**config.mk**
```make
export PLATFORM = sky130hd
export DESIGN_NAME = uart_tx
export DESIGN_NICKNAME = d
export VERILOG_FILES = /design/src/rtl/uart_tx.sv
export SDC_FILE = /design/constraint.sdc
export NUM_CORES = 1
export LEC_CHECK = 0
export BUFFER_PORTS_ARGS = -buffer_cell sky130_fd_sc_hd__buf_2
export CAP_MARGIN = 20
export CORE_ASPECT_RATIO = 0.7
export CORE_MARGIN = 2
export CORE_UTILIZATION = 55
export DETAILED_ROUTE_END_ITERATION = 10
export GPL_TIMING_DRIVEN = 0
export PLACE_DENSITY = 0.75
export SYNTH_ARGS = -nofsm -noshare
export SYNTH_HDL_FRONTEND = slang
export SYNTH_SLANG_ARGS = --single-unit
export TNS_END_PERCENT = 1
```
**constraint.sdc**
```tcl
create_clock -name clk -period 3.4 [get_ports clk]
set_clock_uncertainty 0.05 [all_clocks]
set_input_delay 0.68 -clock clk [delete_from_list [all_inputs] [get_ports clk]]
set_output_delay 0.68 -clock clk [all_outputs]
set_load 0.005 [all_outputs]
```
**src/rtl/uart_tx.sv**
```systemverilog
// uart_tx: 8N1 UART transmitter taking bytes over a valid/ready handshake.
// Define UART_TX_PARITY_EN to insert an even-parity bit between the data bits and the stop bit.
module uart_tx #(
    parameter int CLKS_PER_BIT = 868,
    parameter int DATA_W       = 8
) (
    input  logic              clk,
    input  logic              rst,
    input  logic [DATA_W-1:0] tx_data,
    input  logic              tx_valid,
    output logic              tx_ready,
    output logic              tx,
    output logic              busy
);
    localparam int               CNT_W    = $clog2(CLKS_PER_BIT);
    localparam logic [CNT_W-1:0] CNT_LAST = CNT_W'(CLKS_PER_BIT - 1);

`ifdef UART_TX_PARITY_EN
    typedef enum logic [2:0] {IDLE, START, DATA, PARITY, STOP} state_t;
`else
    typedef enum logic [1:0] {IDLE, START, DATA, STOP} state_t;
`endif

    state_t            state_q;
    logic              tx_q;
    logic [2:0]        bit_q;
    logic [CNT_W-1:0]  cnt_q;
    logic [CNT_W-1:0]  cnt_d;
    logic [DATA_W-1:0] shift_q;
    logic              bit_end;
`ifdef UART_TX_PARITY_EN
    logic              parity_q;
`endif

    // Cycle counter wraps at every bit boundary, so one counter times all states.
    assign bit_end = (cnt_q == CNT_LAST);
    assign cnt_d   = bit_end ? '0 : cnt_q + CNT_W'(1);

    always_ff @(posedge clk or negedge rst) begin
        if (!rst) begin
            state_q  <= IDLE;
            tx_q     <= 1'b1;
            bit_q    <= '0;
            cnt_q    <= '0;
            shift_q  <= '0;
`ifdef UART_TX_PARITY_EN
            parity_q <= 1'b0;
`endif
        end else begin
            case (state_q)
                IDLE: begin
                    if (tx_valid) begin
                        shift_q  <= tx_data;
`ifdef UART_TX_PARITY_EN
                        parity_q <= ^tx_data;
`endif
                        state_q  <= START;
                        tx_q     <= 1'b0;
                        cnt_q    <= '0;
                        bit_q    <= '0;
                    end
                end
                START: begin
                    cnt_q <= cnt_d;
                    if (bit_end) begin
                        state_q <= DATA;
                        tx_q    <= shift_q[0];
                    end
                end
                DATA: begin
                    cnt_q <= cnt_d;
                    if (bit_end) begin
                        shift_q <= shift_q >> 1;
                        bit_q   <= bit_q + 3'd1;
                        if (bit_q == 3'd7) begin
`ifdef UART_TX_PARITY_EN
                            state_q <= PARITY;
                            tx_q    <= parity_q;
`else
                            state_q <= STOP;
                            tx_q    <= 1'b1;
`endif
                        end else begin
                            // Bit 1 becomes bit 0 after this edge's shift.
                            tx_q <= shift_q[1];
                        end
                    end
                end
`ifdef UART_TX_PARITY_EN
                PARITY: begin
                    cnt_q <= cnt_d;
                    if (bit_end) begin
                        state_q <= STOP;
                        tx_q    <= 1'b1;
                    end
                end
`endif
                STOP: begin
                    cnt_q <= cnt_d;
                    if (bit_end) begin
                        state_q <= IDLE;
                    end
                end
                default: begin
                    state_q <= IDLE;
                    tx_q    <= 1'b1;
                end
            endcase
        end
    end

    assign tx_ready = (state_q == IDLE);
    assign busy     = ~tx_ready;
    assign tx       = tx_q;

endmodule
```
Word-level counts from Yosys, hierarchy flattened
Index checks and enable logic that the tools add are counted.
{"block": "word_totals", "input_bits": 11, "register_bits": 24, "out_inout_bits": 3}
{"block": "classes", "mux": 20, "add_sub_neg": 2, "bitwise_logic": 1, "n_reduce_logical": 7, "n_eq_ne": 10}
{"operator": "two-way mux 10 bit", "count": 2}
{"operator": "one-hot mux 10 bit (2 select lines)", "count": 1}
{"operator": "two-way mux 8 bit", "count": 2}
{"operator": "one-hot mux 8 bit (2 select lines)", "count": 1}
{"operator": "adder 10 x 1 -> 10 bit, second input constant", "count": 1}
{"operator": "equality test 10 bit, second input constant", "count": 1}
{"operator": "two-way mux 2 bit", "count": 5}
{"operator": "inequality test 2 bit, second input constant", "count": 5}
{"operator": "one-hot mux 2 bit (4 select lines)", "count": 1}
{"operator": "two-way mux 3 bit", "count": 2}
{"operator": "one-hot mux 3 bit (2 select lines)", "count": 1}
{"operator": "AND reduction 5 bit", "count": 1}
{"operator": "equality test 2 bit, second input constant", "count": 2}
{"operator": "two-way mux 1 bit", "count": 4}
{"operator": "AND reduction 4 bit", "count": 1}
{"operator": "adder 3 x 1 -> 3 bit, second input constant", "count": 1}
{"operator": "equality test 3 bit, second input constant", "count": 1}
{"operator": "one-hot mux 1 bit (3 select lines)", "count": 1}
{"operator": "AND reduction 3 bit", "count": 1}
{"operator": "nonzero test 3 bit", "count": 1}
{"operator": "OR reduction 3 bit", "count": 1}
{"operator": "equality test 2 x 1 -> 1 bit, second input constant", "count": 1}
{"operator": "zero test 2 bit", "count": 1}
{"operator": "nonzero test 2 bit", "count": 1}
{"operator": "NOT 1 bit", "count": 1}

Longest topological paths before layout
Gate-level depths: netlist (run 1).
{"block": "logic_depth", "word_depth": 4, "mapped_depth": 8, "mapped_depth_nobuf": 6}

Least setup slack after synthesis (run 1)
Ideal clock, no wire load.
{"block": "synth_timing", "kind": "register to register", "from": "register state_q[0]", "to": "register shift_q[0]", "slack_ns": 1.514, "t_arrival_ns": 1.711, "path_stages_with_launch": 8, "setup_time_ns": 0.125, "cell_sequence": "dfrtp_1 -> inv_1 -> ha_1 -> or2b_2 -> buf_6 -> o211ai_2 -> buf_6 -> mux2_4"}
{"block": "synth_between", "elab_chain_len": 3}
{"item": "start: declaration", "line": "24", "source": "state_t state_q;"}
{"item": "start signal: assignment", "line": "41", "source": "state_q <= IDLE;"}
{"item": "start signal: assignment", "line": "57", "source": "state_q <= START;"}
{"item": "start signal: assignment", "line": "66", "source": "state_q <= DATA;"}
{"item": "zero test 2 bit *"}
{"item": "via tx_ready", "line": "11", "source": "output logic tx_ready,"}
{"item": "inequality test 2 bit (no line) or nonzero test 2 bit (tied branches)"}
{"item": "AND reduction 3 bit (no line)"}
{"item": "end signal: assignment", "line": "53", "source": "shift_q <= tx_data;"}
{"item": "end signal: assignment", "line": "73", "source": "shift_q <= shift_q >> 1;"}
{"item": "end: declaration", "line": "29", "source": "logic [DATA_W-1:0] shift_q;"}
Mark *: on every way through the listed nets, which the timed path passes. The rest lies on a longest branch.
A chain may end at the register's enable or synchronous reset.

Worst setup path in the final report (run 1)
{"block": "layout_timing", "from": "register state_q[0]", "to": "output busy"}
{"block": "layout_between", "elab_chain_len": 2}
{"item": "zero test 2 bit", "line": "112", "source": "assign tx_ready = (state_q == IDLE);"}
{"item": "NOT 1 bit", "line": "113", "source": "assign busy = ~tx_ready;"}
{"item": "end: declaration", "line": "13", "source": "output logic busy"}
Every way passes these cells.

==> metrics, run 1 <==
worst hold-check path type in2async; Die H 46.0 um; Core Region 0.00242 sq mm; Num CTS Buffers 3; fillers 183; Gate Count Post-Synth 121; routing usage on met1 0.281; Fmax achieved 472 MHz; PD cells 331 mW/mm^2; CP top delay family flip-flops; largest net degree at the start of global routing 25; initial core utilization 0.573; Clock Pin Slew Worst Setup and Hold Paths roughly 0.16 ns; design area ~0.0015 sq mm; WL per Instance ~15 um; Syn Area/Cell around 11 sq um; FP Rows 15; Root Driver clkbuf_4; port bufs 13; met3 GRT Util 0.0446; TritonCTS clock tree built; via count between 900 and 1000; CP most frequent cell inv_1; worst ir drop on vdd approximately 0.43 mV; vias in the first global route roughly 1000; Setup WS pre-CTS between 1 and 1.5 ns; GRT overflow 0; status finished, final reports clean; grt met2 use 0.354; Final setup viols 0; post-route ant nets 0; Unique masters post-synth 34; routed vias/inst between 5 and 6; initial antenna violation count 0; RSZ-0062 raised after global routing no; total wire length 2.62 mm; Die Area 0.00295 sq mm; CTS H-tree lvls 1; CP cell instances inv_1, ha_1, inv_1, buf_2; GRT busiest layer met2; Worst-Skew Late Latency between 0.3 and 0.4 ns; crit share post-route 0.624; Crit. End Element output pin; TNS Setup 0 ns; max cap viols 0; worst-path maximum fanout 6; DRC 0; register area share after synthesis 0.434; gpl congestion around 0.80; Yosys reg bits 24; post-CTS setup repair buffer count 0; layout net count between 150 and 200; WP data required 2.67 ns; clk sinks 24; first-pass GRT wire length around 4.6 mm; critical path type reg2out; DRT iter0 DRCs 23; clk buf depth 2; Worst Tran Pin Value between 0.5 and 0.6 ns; ANT cells 0; number of gates resized after cts 0; Max Slew Vio Count 0; total number of yosys warnings 0; Total Power ~0.0005 W; Die X 64.0 um; Placed Area ~0.0015 sq mm; crit path DAT roughly 1.4 ns; DR pass1 iterations 4; Worst path max stage delay between 0.4 and 0.5 ns; Buf/Inv on CP 3; type of origin of the critical path flip-flop; layout cells sized above 1 0.319; GR Util All Layers 0.209; leakage about 0.76 nW; slowest cell on the critical path dfrtp_1; hold_buf cts 0; Post-Syn Nets 140; area grow syn2layout 11.5%; post-layout min period between 2 and 2.5 ns; setup slack after layout approximately 1.3 ns; Synth Cell Area about 0.0014 sq mm; hpwl dp slightly below 2 mm; Ports 14; area of the multi-input gates just over 700 sq um; Reg area around 600 sq um; Final Hold Fails 0; relative slew slack 0.639
[report_power, final]
part | total, W | internal [W] | leakage [nW] | switching (W)
combinational | 0.0000157 | 0.00000731 | 0.431 | 0.00000840
clock | 0.000210 | 0.000119 | 0.0279 | 0.0000909
sequential | 0.000286 | 0.000286 | 0.301 | 0
total | 0.000512 | 0.000412 | 0.760 | 0.0000993
[Yosys cell counts, drive strengths merged]
| cell type | count | area, sq um |
|---|---|---|
| dfrtp | 23 | 576 |
| mux2 | 16 | 206 |
| nor2 | 11 | 41.3 |
| nand2 | 10 | 37.5 |
| ha | 8 | 100 |
| inv | 6 | 22.5 |
| nand4 | 6 | 37.5 |
| xor2 | 6 | 52.6 |
| mux2i | 4 | 40.0 |
| and3 | 3 | 20.0 |
| buf | 3 | 33.8 |
| o21ai | 3 | 15.0 |
| nor3 | 2 | 21.3 |
| nor4b | 2 | 17.5 |
| o211ai | 2 | 20.0 |
| xnor2 | 2 | 17.5 |
| a2111oi | 1 | 8.76 |
| a21o | 1 | 7.51 |
| clkbuf | 1 | 5.00 |
| dfstp | 1 | 26.3 |
| nand3 | 1 | 5.00 |
| nand4b | 1 | 8.76 |
| nor2b | 1 | 6.26 |
| nor4 | 1 | 6.26 |
| o21a | 1 | 7.51 |
| o221a | 1 | 11.3 |
| o2bb2ai | 1 | 8.76 |
| o31ai | 1 | 7.51 |
| or2b | 1 | 8.76 |
| or3 | 1 | 11.3 |
[cells by family after synthesis]
group           synth area share
mux                        0.178
compound gates            0.0622
fa+ha+maj                 0.0721
xor+xnor                  0.0505
buf+inv                   0.0442
simple gates               0.160
flops                      0.434
[per-stage QoR]
stage               hold slack (ns)   util  instances
floorplan                     0.334      -        121
global placement              0.422  0.618        168
detailed placement            0.441  0.618        168
CTS                           0.265  0.639        172
global route                  0.275  0.639        172
finish                        0.248  0.639        172
[area by class of cell]
cell class,count,area share
multi-input combinational,87,0.468
sequential,24,0.389
timing repair buffer,13,0.0420
tap,34,0.0275
buffer,4,0.0251
clock inverter,1,0.0194
clock buffer,3,0.0146
inverter,6,0.0146
[layer usage]
layer  vias up  wire (um)
met2        13       1230
met3         2         74
met5         -          0
li1        463          -
met1       464       1290
met4         0         12
[worst paths after layout]
| path | start | endpoint | slack, ns | cells past startpoint |
|---|---|---|---|---|
| max | state_q[0]$_DFFE_PN0P_ | busy | 1.28 | 4 |
| min | rst | cnt_q[2]$_DFFE_PN0P_ | 0.25 | 1 |
| max reg2reg | cnt_q[0]$_DFFE_PN0P_ | shift_q[6]$_DFFE_PN0P_ | 1.30 | 6 |
| min reg2reg | shift_q[7]$_DFFE_PN0P_ | shift_q[7]$_DFFE_PN0P_ | 0.47 | 1 |
| max in group asynchronous | rst | cnt_q[5]$_DFFE_PN0P_ | 2.66 | 1 |
| min in group clk | shift_q[7]$_DFFE_PN0P_ | shift_q[7]$_DFFE_PN0P_ | 0.47 | 1 |
[cells in the final DEF, fill, tap and decap left out, drive strengths merged, types with 2 or more instances in the layout]
cell    netlist  layout
nor3          2       2
nor2         11      11
nand4         6       6
o211ai        2       2
inv           6       6
dfrtp        23      23
mux2i         4       4
o21ai         3       3
mux2         16      16
nand2        10      10
buf           3      16
xor2          6       6
and3          3       3
ha            8       8
xnor2         2       2
nor4b         2       2
clkbuf        1       4
[sequential cells by signal, summed over array words and instances, names as in the netlist]
name	flops
cnt_q	10
shift_q	8
bit_q	3
state_q	2
tx	1
No activity file was read; power rests on OpenSTA's default activity.
==> run 2, diff against run 1 <==
--- a/config.mk
+++ b/config.mk
@@ -9,10 +9,10 @@
 export CAP_MARGIN = 20
 export CORE_ASPECT_RATIO = 0.7
 export CORE_MARGIN = 2
-export CORE_UTILIZATION = 55
+export CORE_UTILIZATION = 52
 export DETAILED_ROUTE_END_ITERATION = 10
 export GPL_TIMING_DRIVEN = 0
-export PLACE_DENSITY = 0.75
+export PLACE_DENSITY = 0.74
 export SYNTH_ARGS = -nofsm -noshare
 export SYNTH_HDL_FRONTEND = slang
 export SYNTH_SLANG_ARGS = --single-unit
==> constraint.sdc (replaced) <==
create_clock -name clk -period 1.9 [get_ports clk]
set_clock_uncertainty 0.05 [all_clocks]
set_input_delay 0.38 -clock clk [delete_from_list [all_inputs] [get_ports clk]]
set_output_delay 0.38 -clock clk [all_outputs]
set_load 0.005 [all_outputs]
==> metrics, run 2 (synthesis gave the netlist of run 1 again) <==
critical path type reg2reg; DR pass1 iterations 4; TritonCTS clock tree built; Top reg by flops cnt_q; Core Region between 0.002 and 0.0025 sq mm; Num CTS Buffers 3; DRT iter0 DRCs 34; initial core utilization 0.556; max layer used met4; hold_buf cts 0; Switch Pwr between 0.00015 and 0.0002 W; worst ir drop on vdd 0.535 mV; routed vias/inst 5.46; Die Area approximately 0.0031 sq mm; commonest non-fill, non-tap cell in the layout dfrtp_1; GRT overflow 0; gpl congestion a little under 0.8; GR Util All Layers 0.207; layout cells sized above 1 0.431; initial antenna violation count 0; Die X approximately 66 um; WL per Instance ~16 um; Ports 14; layout net count between 150 and 200; Die H 47.2 um; post-layout min period 1.90 ns; most frequent cells in the layout 22 x dfrtp_1, 14 x buf_2, 14 x buf_4; RSZ-0062 raised after global routing yes; Clock Pin Slew Worst Setup and Hold Paths 0.09 ns; setup slack after layout around 0.0033 ns; clk sinks 24; crit share post-route 0.998; vias in the first global route between 900 and 1000; Net Sw Frac 0.207; via count between 1000 and 1500; ANT cells 0; clock power share 0.397; first-pass GRT wire length about 4.6 mm; Final Hold Fails 0; Hold Slack between 0.02 and 0.03 ns; WP data required about 2 ns; Internal just over 0.0007 W; total wire length about 2.9 mm; post-route ant nets 0; CTS H-tree lvls 1; hpwl dp 1.97 mm; fin cells around 190; Root Driver clkbuf_8; met2 wire length roughly 1.4 mm; worst hold-check path type in2async; status finished, final reports clean; FP Rows 15; clk buf depth 2; TNS Setup 0 ns; leakage 0.833 nW; Crit. End Element flip-flop; M1 WL 1.42 mm; Worst-Skew Late Latency ~0.27 ns; largest net degree at the start of global routing 25; Largest register FFs 10; Total Power 0.000893 W; placed cell count approximately 170; max cap viols 0; Worst Tran Pin Value 0.540 ns; fillers approximately 200; area grow syn2layout 22.5%; register share of total power 0.571; type of origin of the critical path flip-flop; routed wl met3 125 um; relative slew slack 0.640; Largest regs cnt_q x10, shift_q x8, bit_q x3; Setup WS pre-CTS -0.152 ns; Max Slew Vio Count 0; port bufs 13; DRC 0; Fmax achieved approximately 530 MHz; Combinational Power Share 0.032; Final setup viols 0; crit path DAT about 2.0 ns; worst-path maximum fanout 10; PD cells 525 mW/mm^2
## run 2: repair_timing
item,in CTS,in global routing
resized for setup,7,6
pin swaps,1,3
cloned,1,0
endpoints found under the setup margin,9,19
buffers inserted,3,11
## run 2: critical path: stages (launching register included)
cell      delay (ns)
dfrtp_1         0.43
inv_2           0.11
ha_4            0.16
or2b_2          0.31
buf_6           0.15
o211ai_2        0.10
buf_6           0.18
mux2_4          0.30
## run 2: path summary, 6_finish.rpt
check | start | to | slack, ns | depth (start not counted)
worst min register to register | shift_q[7]$_DFFE_PN0P_ | shift_q[7]$_DFFE_PN0P_ | 0.45 | 1
min in group clk | tx_data[7] | shift_q[7]$_DFFE_PN0P_ | 0.31 | 3
worst max-delay path | state_q[1]$_DFFE_PN0P_ | shift_q[5]$_DFFE_PN0P_ | 0.003 | 7
worst max register to register | state_q[1]$_DFFE_PN0P_ | shift_q[5]$_DFFE_PN0P_ | 0.003 | 7
worst min-delay path | rst | shift_q[7]$_DFFE_PN0P_ | 0.03 | 1
max in group asynchronous | rst | cnt_q[0]$_DFFE_PN0P_ | 1.38 | 1
## run 2: metrics by stage
stage,utilization,instance area [sq um]
finish,0.681,1700
CTS,0.640,1600
global route,0.681,1700
floorplan,-,1390
detailed placement,0.599,1500
global placement,0.599,1500
## run 2: cell type report
| class | instances | area, sq um | share of cell area |
|---|---|---|---|
| inverters | 6 | 22.5 | 0.0132 |
| well taps | 34 | 42.5 | 0.0250 |
| repair buffers | 28 | 181 | 0.107 |
| plain buffers | 4 | 38.8 | 0.0228 |
| flip-flops and latches | 24 | 603 | 0.355 |
| multi-input cells | 87 | 757 | 0.445 |
| clock buffers | 4 | 55.1 | 0.0324 |
## run 2: power by group through the flow
stage               Combinational (W)  Sequential [W]  Clock [W]
global placement            0.0000278        0.000520          0
CTS                         0.0000290        0.000510   0.000356
finish                      0.0000283        0.000510   0.000355
global route                0.0000322        0.000510   0.000385
detailed placement          0.0000290        0.000520          0
floorplan                  0.00000762        0.000521          0
## run 2: layer usage
metal  global-route usage  vias to the layer above
li1                     -                      489
met1                0.282                      504
met2                0.335                       24
met3               0.0528                        4
met4               0.0583                        0
met5                    0                        -
==> run 3, diff against run 2 <==
==> constraint.sdc (replaced) <==
create_clock -name clk -period 1.9 [get_ports clk]
set_clock_uncertainty 0.05 [all_clocks]
set_input_delay 0.095 -clock clk [delete_from_list [all_inputs] [get_ports clk]]
set_output_delay 0.095 -clock clk [all_outputs]
set_load 0.005 [all_outputs]
==> metrics, run 3 (synthesis gave the netlist of run 1 again) <==
port bufs 13; Largest regs cnt_q x10, shift_q x8, bit_q x3; DRC 0; DR pass1 iterations 4; Root Driver clkbuf_8; area of the multi-input gates roughly 760 sq um; Crit. End Element flip-flop; initial core utilization 0.556; commonest non-fill, non-tap cell in the layout dfrtp_1; Core Region between 0.002 and 0.0025 sq mm; Hold Slack ~0.027 ns; gpl congestion 0.782; routed vias/inst between 5 and 6; hpwl dp around 2.0 mm; Die H roughly 47 um; GRT overflow 0; initial antenna violation count 0; WL per Instance 15.5 um; Largest register FFs 10; type of origin of the critical path flip-flop; Num CTS Buffers 3; Die X roughly 66 um; TritonCTS clock tree built; Final Hold Fails 0; Worst Min Path Start tx_data[7]; layout cells sized above 1 0.429; fillers between 150 and 200; WP data required about 2 ns; crit share post-route 0.999; via count 1022; Reg area between 600 and 700 sq um; GR Util All Layers 0.210; crit path DAT 2.00 ns; RSZ-0062 raised after global routing yes; CTS H-tree lvls 1; Hold Crit Endpoint shift_q[7]$_DFFE_PN0P_; FP Rows 15; total wire length between 2 and 3 mm; worst-path maximum fanout 10; vias in the first global route between 900 and 1000; post-route ant nets 0; clk sinks 24; Worst-Skew Late Latency around 0.27 ns; relative slew slack 0.635; max cap viols 0; ANT cells 0; DRT iter0 DRCs 32; status finished, final reports clean; PD cells 523 mW/mm^2; flop-to-flop setup slack 0.001 ns; post-layout util 0.685; layout net count 174; Max Slew Vio Count 0; Reg2Reg Launch Point state_q[1]$_DFFE_PN0P_; Final setup viols 0; area grow syn2layout 23.3%; most frequent cells in the layout 22 x dfrtp_1, 14 x buf_2, 14 x buf_4; Fmax achieved ~530 MHz; leakage 0.837 nW; Top reg by flops cnt_q; post-layout min period between 1.5 and 2 ns; worst r2r dst shift_q[5]$_DFFE_PN0P_; Die Area between 0.003 and 0.004 sq mm; first-pass GRT wire length 4.66 mm; hold depth 3; critical path type reg2reg; Clock Pin Slew Worst Setup and Hold Paths roughly 0.090 ns; Register-to-Register Path Depth 7; largest net degree at the start of global routing 25; Worst Tran Pin Value 0.547 ns; Ports 14; clk buf depth 2; worst ir drop on vdd 0.535 mV; worst hold-check path type in2reg
## run 3: changes by cell type in the layout (fill, tap and decap cells not counted), sizes merged
cell / change
dlygate4sd3: +1
## run 3: through the flow
stage,setup TNS (ns),worst slack (ns),area (sq um),std cells,total power [W]
after CTS,-0.0127,-0.00643,1610,177,0.000897
final,0,0.00116,1710,188,0.000894
after global routing,-0.357,-0.0543,1710,188,0.000929
after global placement,-0.663,-0.0881,1500,168,0.000548
after detailed placement,-1.12,-0.152,1500,168,0.000549
after floorplan,0,0.0141,1390,121,0.000528
## run 3: cell type report
cell class	instances	area share
Tap cell	34	0.0249
Multi-Input combinational cell	87	0.443
Inverter	6	0.0132
Buffer	4	0.0227
Clock buffer	4	0.0322
Sequential cell	24	0.353
Timing Repair Buffer	29	0.112
## run 3: power by group
part	switching [W]	internal [W]
Sequential	0	0.000510
Clock	0.000169	0.000185
Combinational	0.0000155	0.0000144
## run 3: how the worst max path moves through the flow
stage	depth (start not counted)	endpoint	slack, ns	startpoint
final	7	shift_q[5]$_DFFE_PN0P_	0.001	state_q[1]$_DFFE_PN0P_
after global routing	6	shift_q[6]$_DFFE_PN0P_	-0.05	cnt_q[1]$_DFFE_PN0P_
after CTS	7	shift_q[3]$_DFFE_PN0P_	-0.006	state_q[0]$_DFFE_PN0P_
after detailed placement	7	shift_q[5]$_DFFE_PN0P_	-0.15	state_q[0]$_DFFE_PN0P_
after global placement	5	state_q[1]$_DFFE_PN0P_	-0.09	cnt_q[0]$_DFFE_PN0P_
after floorplan	7	shift_q[0]$_DFFE_PN0P_	0.01	state_q[0]$_DFFE_PN0P_
## run 3: metal layers
layer	up-vias	wire length, um	GRT usage
met4	0	21	0.0583
met1	502	1410	0.291
met5	-	0	0
met3	4	131	0.0528
li1	491	-	-
met2	25	1350	0.333
## run 3: what timing repair did
item                                    CTS  global route
cloned                                    1             0
buffers inserted                          3            11
endpoints found under the hold margin    23             0
hold buffers                              1             0
resized for setup                         7             6
endpoints found under the setup margin    9            19
pin swaps                                 1             3
## run 3: critical path, stage by stage, from the launching register on
cell	delay (ns)
dfrtp_1	0.43
inv_2	0.11
ha_4	0.16
or2b_2	0.31
buf_6	0.15
o211ai_2	0.10
buf_6	0.18
mux2_4	0.30
